--- src/rtl/servo_avalon_multi.sv ---
// Multi-channel servo PWM controller with an Avalon-MM slave interface.
// All channels share one period counter. Each channel has a pulse width
// that is shadowed at the period boundary, plus a feedback pulse-width capture.
module servo_avalon_multi #(
    parameter int CHANNELS   = 4,
    parameter int CNT_W      = 21,
    parameter int ADDR_W     = 4,
    parameter int DEF_PERIOD = 1000000,
    parameter int DEF_WIDTH  = 75000
) (
    input  logic                clock_clk,
    input  logic                reset_low,
    input  logic                cs,
    input  logic                read,
    input  logic                write,
    input  logic [ADDR_W-1:0]   address,
    input  logic [31:0]         writedata,
    output logic [31:0]         readdata,
    input  logic [CHANNELS-1:0] pwm_response,
    output logic [CHANNELS-1:0] pwm_out
);

    localparam logic [CNT_W-1:0] DEF_P   = CNT_W'(DEF_PERIOD);
    localparam logic [CNT_W-1:0] DEF_W   = CNT_W'(DEF_WIDTH);
    localparam logic [CNT_W-1:0] MIN_P   = CNT_W'(2);
    localparam logic [CNT_W-1:0] ONE     = CNT_W'(1);
    localparam logic [CNT_W-1:0] ALL_ONE = '1;

    logic                rd_en;
    logic                wr_en;
    logic [CNT_W-1:0]    wdata_cnt;
    logic [31:0]         rd_mux;
    logic [CHANNELS-1:0] fb_rd;

    logic [CHANNELS-1:0] ctrl;
    logic [CNT_W-1:0]    period;
    logic [CNT_W-1:0]    width    [CHANNELS];

    logic [CNT_W-1:0]    cnt;
    logic [CNT_W-1:0]    period_act;
    logic [CNT_W-1:0]    wshadow  [CHANNELS];
    logic                wrap;

    logic [CHANNELS-1:0] sync1;
    logic [CHANNELS-1:0] sync2;
    logic [CHANNELS-1:0] sync_prev;
    logic [CNT_W-1:0]    hcnt     [CHANNELS];
    logic [CNT_W-1:0]    fb_width [CHANNELS];
    logic [CHANNELS-1:0] fb_new;

    // Upper write-data bits beyond the counter width have no destination.
    logic unused_wdata;
    assign unused_wdata = &{1'b0, writedata[31:CNT_W]};

    // Read wins over write when both strobes are high.
    assign rd_en     = cs & read;
    assign wr_en     = cs & write & ~read;
    assign wdata_cnt = writedata[CNT_W-1:0];
    assign wrap      = (cnt == period_act - ONE);

    // Configuration registers; a too-short period is clamped so cnt always wraps.
    always_ff @(posedge clock_clk or negedge reset_low) begin
        if (!reset_low) begin
            ctrl   <= '0;
            period <= DEF_P;
            for (int k = 0; k < CHANNELS; k++) width[k] <= DEF_W;
        end else if (wr_en) begin
            if (address == ADDR_W'(0)) ctrl <= writedata[CHANNELS-1:0];
            if (address == ADDR_W'(1)) period <= (wdata_cnt < MIN_P) ? MIN_P : wdata_cnt;
            for (int k = 0; k < CHANNELS; k++) begin
                if (address == ADDR_W'(2 + 2*k)) width[k] <= wdata_cnt;
            end
        end
    end

    // Read data selection and per-channel FB read strobes.
    always_comb begin
        rd_mux = '0;
        fb_rd  = '0;
        if (address == ADDR_W'(0)) rd_mux[CHANNELS-1:0] = ctrl;
        if (address == ADDR_W'(1)) rd_mux[CNT_W-1:0] = period;
        for (int k = 0; k < CHANNELS; k++) begin
            if (address == ADDR_W'(2 + 2*k)) rd_mux[CNT_W-1:0] = width[k];
            if (address == ADDR_W'(3 + 2*k)) begin
                rd_mux[CNT_W-1:0] = fb_width[k];
                rd_mux[31]        = fb_new[k];
                fb_rd[k]          = rd_en;
            end
        end
    end

    // Registered read data, held between reads.
    always_ff @(posedge clock_clk or negedge reset_low) begin
        if (!reset_low) readdata <= '0;
        else if (rd_en) readdata <= rd_mux;
    end

    // Shared period counter; period and widths are reloaded only on the wrap cycle.
    always_ff @(posedge clock_clk or negedge reset_low) begin
        if (!reset_low) begin
            cnt        <= '0;
            period_act <= DEF_P;
            for (int k = 0; k < CHANNELS; k++) wshadow[k] <= DEF_W;
        end else if (wrap) begin
            cnt        <= '0;
            period_act <= period;
            for (int k = 0; k < CHANNELS; k++) wshadow[k] <= width[k];
        end else begin
            cnt <= cnt + ONE;
        end
    end

    // Registered PWM compare, gated by the live enable bits.
    always_ff @(posedge clock_clk or negedge reset_low) begin
        if (!reset_low) begin
            pwm_out <= '0;
        end else begin
            for (int k = 0; k < CHANNELS; k++) pwm_out[k] <= ctrl[k] && (cnt < wshadow[k]);
        end
    end

    // Feedback synchroniser plus edge history.
    always_ff @(posedge clock_clk or negedge reset_low) begin
        if (!reset_low) begin
            sync1     <= '0;
            sync2     <= '0;
            sync_prev <= '0;
        end else begin
            sync1     <= pwm_response;
            sync2     <= sync1;
            sync_prev <= sync2;
        end
    end

    // High-time measurement and capture. The rising-edge cycle is itself the
    // first high cycle, so the counter restarts at 1 rather than 0.
    // A capture in the same cycle as an FB read keeps NEW set.
    always_ff @(posedge clock_clk or negedge reset_low) begin
        if (!reset_low) begin
            fb_new <= '0;
            for (int k = 0; k < CHANNELS; k++) begin
                hcnt[k]     <= '0;
                fb_width[k] <= '0;
            end
        end else begin
            for (int k = 0; k < CHANNELS; k++) begin
                if (sync2[k] && !sync_prev[k]) hcnt[k] <= ONE;
                else if (sync2[k] && hcnt[k] != ALL_ONE) hcnt[k] <= hcnt[k] + ONE;

                if (!sync2[k] && sync_prev[k]) begin
                    fb_width[k] <= hcnt[k];
                    fb_new[k]   <= 1'b1;
                end else if (fb_rd[k]) begin
                    fb_new[k]   <= 1'b0;
                end
            end
        end
    end

endmodule

--- config.mk ---
export PLATFORM = sky130hd
export DESIGN_NAME = servo_avalon_multi
export DESIGN_NICKNAME = d
export VERILOG_FILES = /design/src/rtl/servo_avalon_multi.sv
export SDC_FILE = /design/constraint.sdc
export NUM_CORES = 1
export LEC_CHECK = 0
export BUFFER_PORTS_ARGS = -buffer_cell sky130_fd_sc_hd__buf_2
export CAP_MARGIN = 20
export CORE_ASPECT_RATIO = 0.8
export CORE_MARGIN = 3
export CORE_UTILIZATION = 30
export DETAILED_ROUTE_END_ITERATION = 10
export SLEW_MARGIN = 15
export SYNTH_ARGS = -nofsm -noshare
export SYNTH_HDL_FRONTEND = slang
export SYNTH_SLANG_ARGS = --single-unit
--- constraint.sdc ---
create_clock -name clock_clk -period 9.5 [get_ports clock_clk]
set_clock_uncertainty 0.1 [all_clocks]
set_input_delay 1.9 -clock clock_clk [delete_from_list [all_inputs] [get_ports clock_clk]]
set_output_delay 1.9 -clock clock_clk [all_outputs]
set_load 0.01 [all_outputs]
Word level (Yosys, flattened, before mapping)
Index checks and enable logic that the tools add are counted.
{"block": "op_classes", "add_sub_neg": 6, "multipliers": 0, "n_div": 0, "magnitude_cmp": 5, "eq_ne": 14, "shift": 0, "n_mux": 36, "bitwise": 4, "reduce_logical": 39}
{"cell": "21-bit 2-to-1 mux", "count": 19}
{"cell": "21-bit by 1-bit adder with 21-bit output (second input constant)", "count": 5}
{"cell": "21-bit < comparator", "count": 4}
{"cell": "21-bit != test (second input constant)", "count": 4}
{"cell": "21-bit equality test", "count": 1}
{"cell": "21-bit by 2-bit < comparator with 1-bit output (second input constant)", "count": 1}
{"cell": "21-bit by 1-bit subtractor with 21-bit output (second input constant)", "count": 1}
{"cell": "4-bit by 3-bit equality test with 1-bit output (second input constant)", "count": 4}
{"cell": "1-bit logical AND", "count": 16}
{"cell": "1-bit 2-to-1 mux", "count": 16}
{"cell": "2-bit nonzero test", "count": 8}
{"cell": "2-bit AND reduction", "count": 6}
{"cell": "4-bit by 2-bit equality test with 1-bit output (second input constant)", "count": 2}
{"cell": "4-bit equality test (second input constant)", "count": 2}
{"cell": "1-bit logical NOT", "count": 8}
{"cell": "4-bit by 1-bit equality test with 1-bit output (second input constant)", "count": 1}
{"cell": "4-bit logical NOT", "count": 1}
{"cell": "4-bit 2-to-1 mux", "count": 1}
{"cell": "1-bit bitwise AND", "count": 3}
{"cell": "1-bit NOT", "count": 1}
{"block": "totals", "regBits": 445, "latch_bits": 0, "mem_bits_rw": 0, "rom_bits": 0, "inputBits": 45, "output_inout_bits": 36, "elab_cells": 133, "mem_count": 0}

Logic depth before layout (Yosys ltp)
Gate-level depths: netlist of run 1.
{"block": "logic_depth", "word_depth": 11, "ltp_mapped": 13, "ltp_nobuf": 9}

Worst setup path before layout of run 1
No wires, ideal clock.
{"block": "synth_path", "path_kind": "input to register", "startpoint": "in address[1]", "endpoint": "reg readdata[2]", "setup_time_ns": 0.125, "arrival_ns": 3.628, "required_ns": 9.275, "path_slack_ns": 5.647, "path_stages": 7, "path_buffers": 3, "cell_sequence": "clkbuf_1 > clkbuf_1 > buf_1 > mux4_2 > a22oi_1 > o21ai_0 > mux2_2"}
{"block": "synth_via", "elab_chain_cells": 11, "word_cells_on_any_way": 20, "cone_classes": "eq/ne (9); mux (10); reduce/logical (1)"}
{"item": "start, declared", "line_no": "16", "source": "input logic [ADDR_W-1:0] address,"}
{"item": "4-bit logical NOT", "line_no": "80", "source": "if (address == ADDR_W'(0)) rd_mux[CHANNELS-1:0] = ctrl;"}
{"item": "4-bit 2-to-1 mux", "line_no": "80"}
{"item": "21-bit 2-to-1 mux", "line_no": "81", "source": "if (address == ADDR_W'(1)) rd_mux[CNT_W-1:0] = period;"}
{"item": "21-bit 2-to-1 mux", "line_no": "83", "source": "if (address == ADDR_W'(2 + 2*k)) rd_mux[CNT_W-1:0] = width[k];"}
{"item": "21-bit 2-to-1 mux", "line_no": "84", "source": "if (address == ADDR_W'(3 + 2*k)) begin"}
{"item": "21-bit 2-to-1 mux", "line_no": "83"}
{"item": "21-bit 2-to-1 mux", "line_no": "84"}
{"item": "21-bit 2-to-1 mux", "line_no": "83"}
{"item": "21-bit 2-to-1 mux", "line_no": "84"}
{"item": "21-bit 2-to-1 mux", "line_no": "83"}
{"item": "21-bit 2-to-1 mux (*)", "line_no": "84"}
{"item": "end signal, assigned", "line_no": "95", "source": "else if (rd_en) readdata <= rd_mux;"}
{"item": "end, declared", "line_no": "18", "source": "output logic [31:0] readdata,"}
Mark *: on every way between the ends. The rest lies on a longest branch, timed or not.
A chain may end at the register's enable or synchronous reset.

Final worst setup path of run 1
{"block": "layout_path", "startpoint": "reg period_act[0]", "endpoint": "reg wshadow[23] (netlist name)"}
{"block": "layout_via", "elab_chain_cells": 2}
{"item": "start, declared", "line_no": "40", "source": "logic [CNT_W-1:0] period_act;"}
{"item": "start signal, assigned", "line_no": "106", "source": "period_act <= period;"}
{"item": "21-bit by 1-bit subtractor with 21-bit output", "line_no": "59", "source": "assign wrap = (cnt == period_act - ONE);"}
{"item": "21-bit equality test", "line_no": "59"}
{"item": "end, declared", "line_no": "41", "source": "logic [CNT_W-1:0] wshadow [CHANNELS];"}
Every way passes these cells.

==> flow_summary.yaml, run 1 <==
yosys:
  synth_top_family_by_area: "multiplexers"
  synth-async-reset-ratio_pct: 100
  muxShareOfSynthArea_pct: 17.6
  synth_xor_area_share_pct: 4.56
  netlist_instances: 1882
  ys_seq_area_share_pct: 51.3
  synthAdderAreaFrac_pct: 4.91
  synth.most_common_cell: "dfrtp_1"
  syn_area_um2: 21900
  yosys-top-cells-area: "dfrtp_1 42%, mux2_2 15%, dfstp_2 9.4%"
  synth_cell_types: 61
  synth_top_area_cell: "dfrtp_1"
  synth_edf_count: 0
  synthSimpleGateAreaFrac_pct: 10.2
  synth_top_area_share_pct: 41.9
  ys.flop_type: "dfrtp_1"
  yosys-top-cells-count: "367 x dfrtp_1, 301 x mux2_2, 154 x nor2_1, 96 x inv_1, 86 x ha_1"
  ys_ff_latch: 445
  syn_avg_cell_area_um2: 11.6
  synth_compound_gate_area_share_pct: 7.95
  ys_warn_count: 0
setup_path:
  r2r_end: "wshadow[23]$_DFFE_PN0N_"
  crit_path_start_kind: "flip-flop"
  reg2reg_from: "period_act[0]$_DFFE_PN0N_"
  cp.required_ns: 9.85
  cp-endpoint: "wshadow[23]$_DFFE_PN0N_"
  ff2ff_path_depth: 9
  cp.arrival_ns: 5.69
  worstPathMaxFanout: 80
  rrSetupSlack_ns: 4.17
  crit_type: "flip-flop to flip-flop"
  worstSetupStartpoint: "period_act[0]$_DFFE_PN0N_"
  critPathCaptureType: "flip-flop"
power_and_ir_drop:
  power.static_leakage_nw: 11.2
  ir_drop_mv: 0.128
  seqPwrFrac_pct: 49.7
  intPower_w: 0.00325
  swShare_pct: 24.7
  clkPwrFrac_pct: 42.8
  combPwrFrac_pct: 7.6
  power_density_nw_per_um2: 174
  p_sw_w: 0.00107
clock_network:
  cts_resized: 0
  cts_tree: "built"
  cts_buffers: 45
  cts_buffer_depth: 3
  clk_pin_slew_ns: 0.06
  root_buffer: "clkbuf_16"
  cts_post_setup_buffers_inserted: 0
  clkSinkCount: 445
  clock_latency_ns: 0.58
  hold_buffers: 0
  htreeDepth: 2
finish:
  area_growth_pct: 13.4
  multiInputGateArea_um2: 9970
  num-fill-cells: 7027
  stdcell_area_um2: 24900
  drive_above_1_share_pct: 28.6
  final-seq-area_um2: 11200
  nets: 2064
  stdcell_count: 2904
  final_util_pct: 34.8
route:
  wl_um: 59600
  post-route-drc-count: 0
  ant_nets: 0
  wire_per_inst_um: 20.5
  initialDrtViolationCount: 1275
  first_pass_iters: 6
  via_per_inst: 5.13
  num_vias: 14900
global_route:
  grt_usage_pct: 15.7
  antenna_found_initial: 13
  grt_pass1_wl_um: 91700
  grt_overflow_total: 0
  grt_pass1_vias: 14900
  grt_max_degree: 173
placement:
  gp_congestion: 0.876
  place_hpwl_um: 43700
  pre_cts_slack_ns: 4.27
  io_buffers: 59
  dp_cells: 2817
  postPlaceCellArea_um2: 23300
sta:
  rsz0062_at_grt: "no"
  min_period_ns: 5.33
  setup_viol: 0
  finalHoldViolCount: 0
  drv_slew: 0
  slew-limit-headroom_pct: 26.2
  final.setup.worst_slack_ns: 4.17
  fin_crit_sh_pct: 56.1
  max_freq_mhz: 187
  worst_slew_pin_slew_ns: 1.10
  fin_setup_tns_ns: 0
die:
  die_area_um2: 76300
  die_h_um: 248
  fp-row-count: 87
  die_x_um: 308
  core_area_um2: 71400
  pin_count: 81
  initial_utilization_pct: 30.7
run_status:
  status: "completed"
job:
  drv_cap: 0
worst_hold_path:
  hold_path.class: "flip-flop to flip-flop"
worst max-delay path, stage by stage, from the launching register on:
cell and delay [ns]:
dfrtp_1 0.42, nor3_1 0.89, nand4_1 0.21, xnor2_1 0.24, nor4_1 0.42, nand4_1 0.28
a2111oi_4 0.65, buf_4 0.92, buf_4 0.62, mux2_2 0.40
registers in the layout (all words and copies together) (netlist names):
signal      count
fb_width       84
ctrl            4
period         21
sync1           4
sync_prev       4
cnt            21
period_act     21
pwm_out         4
fb_new          4
hcnt           84
readdata       22
width          84
sync2           4
wshadow        84
power groups by stage:
| stage | registers, W | logic, W | clock network [W] |
|---|---|---|---|
| 3_5_place_dp | 0.00217 | 0.000327 | 0 |
| 5_1_grt | 0.00216 | 0.000359 | 0.00197 |
| 3_3_place_gp | 0.00217 | 0.000318 | 0 |
| 6_report | 0.00214 | 0.000326 | 0.00185 |
| 4_1_cts | 0.00214 | 0.000328 | 0.00189 |
| 2_1_floorplan | 0.00212 | 0.000197 | 0 |
logic make-up (layout without fill, tap and decap cells):
| group | Yosys count | after routing |
|---|---|---|
| AND/OR/NAND/NOR | 450 | 450 |
| flip-flops | 445 | 445 |
| adder cells (fa/ha/maj) | 86 | 86 |
| other | 1 | 12 |
| AO/OA/AOI/OAI | 261 | 261 |
| multiplexers | 339 | 339 |
| XOR/XNOR | 114 | 114 |
| buffers and inverters | 186 | 263 |
area by class of cell:
class / instances / share of cell area, %
sequential: 445 / 45.2
clock buffer: 63 / 5.33
timing repair buffer: 85 / 2.29
multi-input combinational: 1260 / 40.1
tap: 934 / 4.70
inverter: 96 / 1.45
clock inverter: 19 / 0.871
antenna: 2 / 0.0201
cells in the final DEF, fill, tap and decap left out, drive strengths merged, types with 7 or more instances in the layout:
| cell type | instances |
|---|---|
| and3 | 24 |
| dfstp | 78 |
| buf | 85 |
| or3 | 12 |
| xnor2 | 51 |
| clkbuf | 63 |
| nor4 | 18 |
| nand3 | 49 |
| o21ai | 67 |
| o211ai | 9 |
| mux2i | 18 |
| nor2 | 154 |
| ha | 86 |
| mux2 | 316 |
| a21o | 43 |
| o221ai | 14 |
| a22oi | 18 |
| conb | 10 |
| xor2 | 63 |
| clkinv | 12 |
| nand2 | 69 |
| nand4 | 37 |
| and4 | 12 |
| nand2b | 13 |
| a2111oi | 8 |
| nor2b | 17 |
| inv | 96 |
| dfrtp | 367 |
| a21oi | 57 |
| a221oi | 7 |
| nor3 | 22 |
stage by stage:
step	total power, W	hold slack [ns]
3_3_place_gp	0.00248	0.239
4_1_cts	0.00436	0.251
3_5_place_dp	0.00250	0.236
6_report	0.00432	0.248
5_1_grt	0.00449	0.263
2_1_floorplan	0.00232	0.231
layer usage:
metal | GRT usage, % | wire length (um)
met1 | 22.4 | 27800
met2 | 22.9 | 25100
met3 | 4.52 | 4960
met4 | 5.17 | 1750
met5 | 0 | 69
worst min-delay path by stage:
stage / slack, ns / start / cells after the start / end
floorplan: 0.23 / sync1[0]$_DFF_PN0_ / 0 / sync2[0]$_DFF_PN0_
finish: 0.25 / sync1[0]$_DFF_PN0_ / 0 / sync2[0]$_DFF_PN0_
global placement: 0.24 / sync1[3]$_DFF_PN0_ / 0 / sync2[3]$_DFF_PN0_
global route: 0.26 / sync1[2]$_DFF_PN0_ / 0 / sync2[2]$_DFF_PN0_
CTS: 0.25 / sync1[0]$_DFF_PN0_ / 0 / sync2[0]$_DFF_PN0_
detailed placement: 0.24 / sync1[0]$_DFF_PN0_ / 0 / sync2[0]$_DFF_PN0_
No activity file was read; power rests on OpenSTA's default activity.
==> run 2, diff against run 1 <==
- ABC_AREA: not set -> 1
- clock period: 9.5 -> 4.8 ns (I/O delays scaled with it)
==> flow_summary.yaml, run 2 <==
run_status:
  status: "completed"
yosys:
  synth_edf_count: 0
  synth_top_area_share_pct: 38.7
  ys_warn_count: 0
  syn_avg_cell_area_um2: 8.23
  synth-async-reset-ratio_pct: 100
  ys_seq_area_share_pct: 47.3
  netlist_instances: 2886
  ys_ff_latch: 445
  yosys-top-cells-area: "dfrtp_1 39%, nand2_1 11%, dfstp_2 8.6%"
  synth_top_area_cell: "dfrtp_1"
  synth.most_common_cell: "nand2_1"
  ys.flop_type: "dfrtp_1"
  synth_cell_types: 52
  syn_area_um2: 23700
  yosys-top-cells-count: "718 x nand2_1, 367 x dfrtp_1, 315 x inv_1, 271 x o21ai_0, 241 x nand3_1"
sta:
  slew-limit-headroom_pct: 32.4
  min_period_ns: 3.08
  rsz0062_at_grt: "no"
  worst_slew_pin_slew_ns: 1.01
  final.setup.worst_slack_ns: 1.72
  fin_setup_tns_ns: 0
  drv_slew: 0
  max_freq_mhz: 325
  setup_viol: 0
  fin_crit_sh_pct: 64.1
  finalHoldViolCount: 0
clock_network:
  cts_buffer_depth: 3
  hold_buffers: 0
  cts_tree: "built"
  clock_latency_ns: 0.62
  cts_resized: 0
  cts_post_setup_buffers_inserted: 0
  htreeDepth: 2
  clk_pin_slew_ns: 0.06
  clkSinkCount: 445
  root_buffer: "clkbuf_16"
  cts_buffers: 51
power_and_ir_drop:
  intPower_w: 0.00654
  clkPwrFrac_pct: 46.4
  swShare_pct: 25.9
  seqPwrFrac_pct: 47.4
  power.static_leakage_nw: 12.3
  power_density_nw_per_um2: 329
  combPwrFrac_pct: 6.3
  ir_drop_mv: 0.254
  p_sw_w: 0.00228
die:
  fp-row-count: 91
  pin_count: 81
  initial_utilization_pct: 30.5
  die_h_um: 258
  die_area_um2: 82600
  core_area_um2: 77800
  die_x_um: 321
setup_path:
  critPathCaptureType: "flip-flop"
  cp.required_ns: 5.19
  r2r_end: "wshadow[39]$_DFFE_PN0N_"
  worstPathMaxFanout: 33
  rrSetupSlack_ns: 1.72
  ff2ff_path_depth: 14
  crit_path_start_kind: "flip-flop"
  reg2reg_from: "period_act[0]$_DFFE_PN0N_"
  cp.arrival_ns: 3.46
  crit_type: "flip-flop to flip-flop"
worst_hold_path:
  holdPathEnd: "sync2[3]$_DFF_PN0_"
  hold_depth: 0
  hold_path.class: "flip-flop to flip-flop"
  hp-start: "sync1[3]$_DFF_PN0_"
route:
  wire_per_inst_um: 17.8
  num_vias: 19700
  via_per_inst: 4.96
  initialDrtViolationCount: 1953
  ant_nets: 0
  post-route-drc-count: 0
  first_pass_iters: 6
  wl_um: 70600
finish:
  multiInputGateArea_um2: 10700
  mostFrequentLayoutCell: "nand2_1"
  num-fill-cells: 8089
  final-seq-area_um2: 11200
  nets: 3040
  drive_above_1_share_pct: 11.0
  mostFrequentLayoutCells: "718 x nand2_1, 367 x dfrtp_1, 315 x inv_1, 271 x o21ai_0, 241 x nand3_1"
  area_growth_pct: 13.0
global_route:
  grt_max_degree: 106
  antenna_found_initial: 2
  grt_pass1_vias: 18000
  grt_pass1_wl_um: 110000
  grt_usage_pct: 16.8
  grt_overflow_total: 0
placement:
  io_buffers: 59
  gp_congestion: 0.888
  place_hpwl_um: 49900
  pre_cts_slack_ns: 1.49
job:
  drv_cap: 0
run 2: changes by cell type in the layout (fill, tap and decap cells not counted), sizes merged, moves of 42 or more:
cell / before / now
nand2: 69 / 723
mux2: 316 / 2
inv: 96 / 322
o21ai: 67 / 293
nand3: 49 / 244
o21bai: 0 / 107
xnor2: 51 / 5
a21o: 43 / 0
nand4: 37 / 79
run 2: cell families after synthesis:
group / after synthesis / synth area share, %
and+or+nand+nor: 1285 / 23.6
AOI/OAI and AO/OA: 548 / 14.0
buffers and inverters: 454 / 7.87
DFF: 445 / 47.3
adders and majority gates: 86 / 4.53
xor gates and xnor gates: 65 / 2.52
muxes: 2 / 0.0948
other: 1 / 0.0158
run 2: cell type report:
| cell class | count | share of cell area, % |
|---|---|---|
| Antenna cell | 1 | 0.00933 |
| Inverter | 324 | 4.54 |
| Clock inverter | 24 | 1.09 |
| Sequential cell | 445 | 41.9 |
| Clock buffer | 72 | 5.54 |
| Timing Repair Buffer | 91 | 2.33 |
| Multi-Input combinational cell | 1996 | 39.9 |
| Tap cell | 1023 | 4.77 |
run 2: worst max-delay path by stage:
stage                                    from                       end  slack [ns]  cells after the start
CTS                 period_act[0]$_DFFE_PN0N_   wshadow[35]$_DFFE_PN0N_        1.75                     14
floorplan                          address[0]  readdata[11]$_DFFE_PN0P_        2.47                     10
global route        period_act[0]$_DFFE_PN0N_   wshadow[14]$_DFFE_PN0N_        1.48                     14
finish              period_act[0]$_DFFE_PN0N_   wshadow[39]$_DFFE_PN0N_        1.72                     14
global placement                   address[2]  readdata[20]$_DFFE_PN0P_        1.47                     10
detailed placement                 address[2]  readdata[20]$_DFFE_PN0P_        1.49                     10
run 2: metal layers:
metal,share of wire (%),GRT usage [%],wire length (um)
met1,48,25.2,34100
met2,43,24.6,30100
met3,5.7,2.46,4040
met4,3.2,5.77,2280
met5,0.018,0,13
run 2: power groups by stage:
stage | sequential, W | combinational [W] | clock [W]
6_report | 0.00418 | 0.000552 | 0.00409
5_1_grt | 0.00420 | 0.000632 | 0.00433
4_1_cts | 0.00417 | 0.000562 | 0.00418
3_5_place_dp | 0.00423 | 0.000559 | 0
3_3_place_gp | 0.00423 | 0.000548 | 0
2_1_floorplan | 0.00417 | 0.000311 | 0
run 2: critical path, cell delays in order (launching register included):
cell and delay, ns:
dfrtp_1 0.39, inv_2 0.10, ha_1 0.32, nand2_4 0.13, nor2_8 0.17, nand3_1 0.15, nand2_1 0.11, nand2_1 0.05
nand2_1 0.05, nand2_1 0.05, nor2_1 0.16, nand3_4 0.43, buf_4 0.46, o21bai_1 0.19, nand2_1 0.07
run 2: stage by stage:
step	total power [W]	instance area [um2]	utilization, %	hold WS [ns]	std cells
final	0.00882	26800	34.5	0.241	3976
after global routing	0.00916	26800	34.5	0.251	3976
after CTS	0.00891	26800	34.5	0.249	3974
after detailed placement	0.00479	25000	32.2	0.235	3878
after global placement	0.00478	25000	32.2	0.235	3878
after floorplan	0.00448	23800	-	0.231	2895
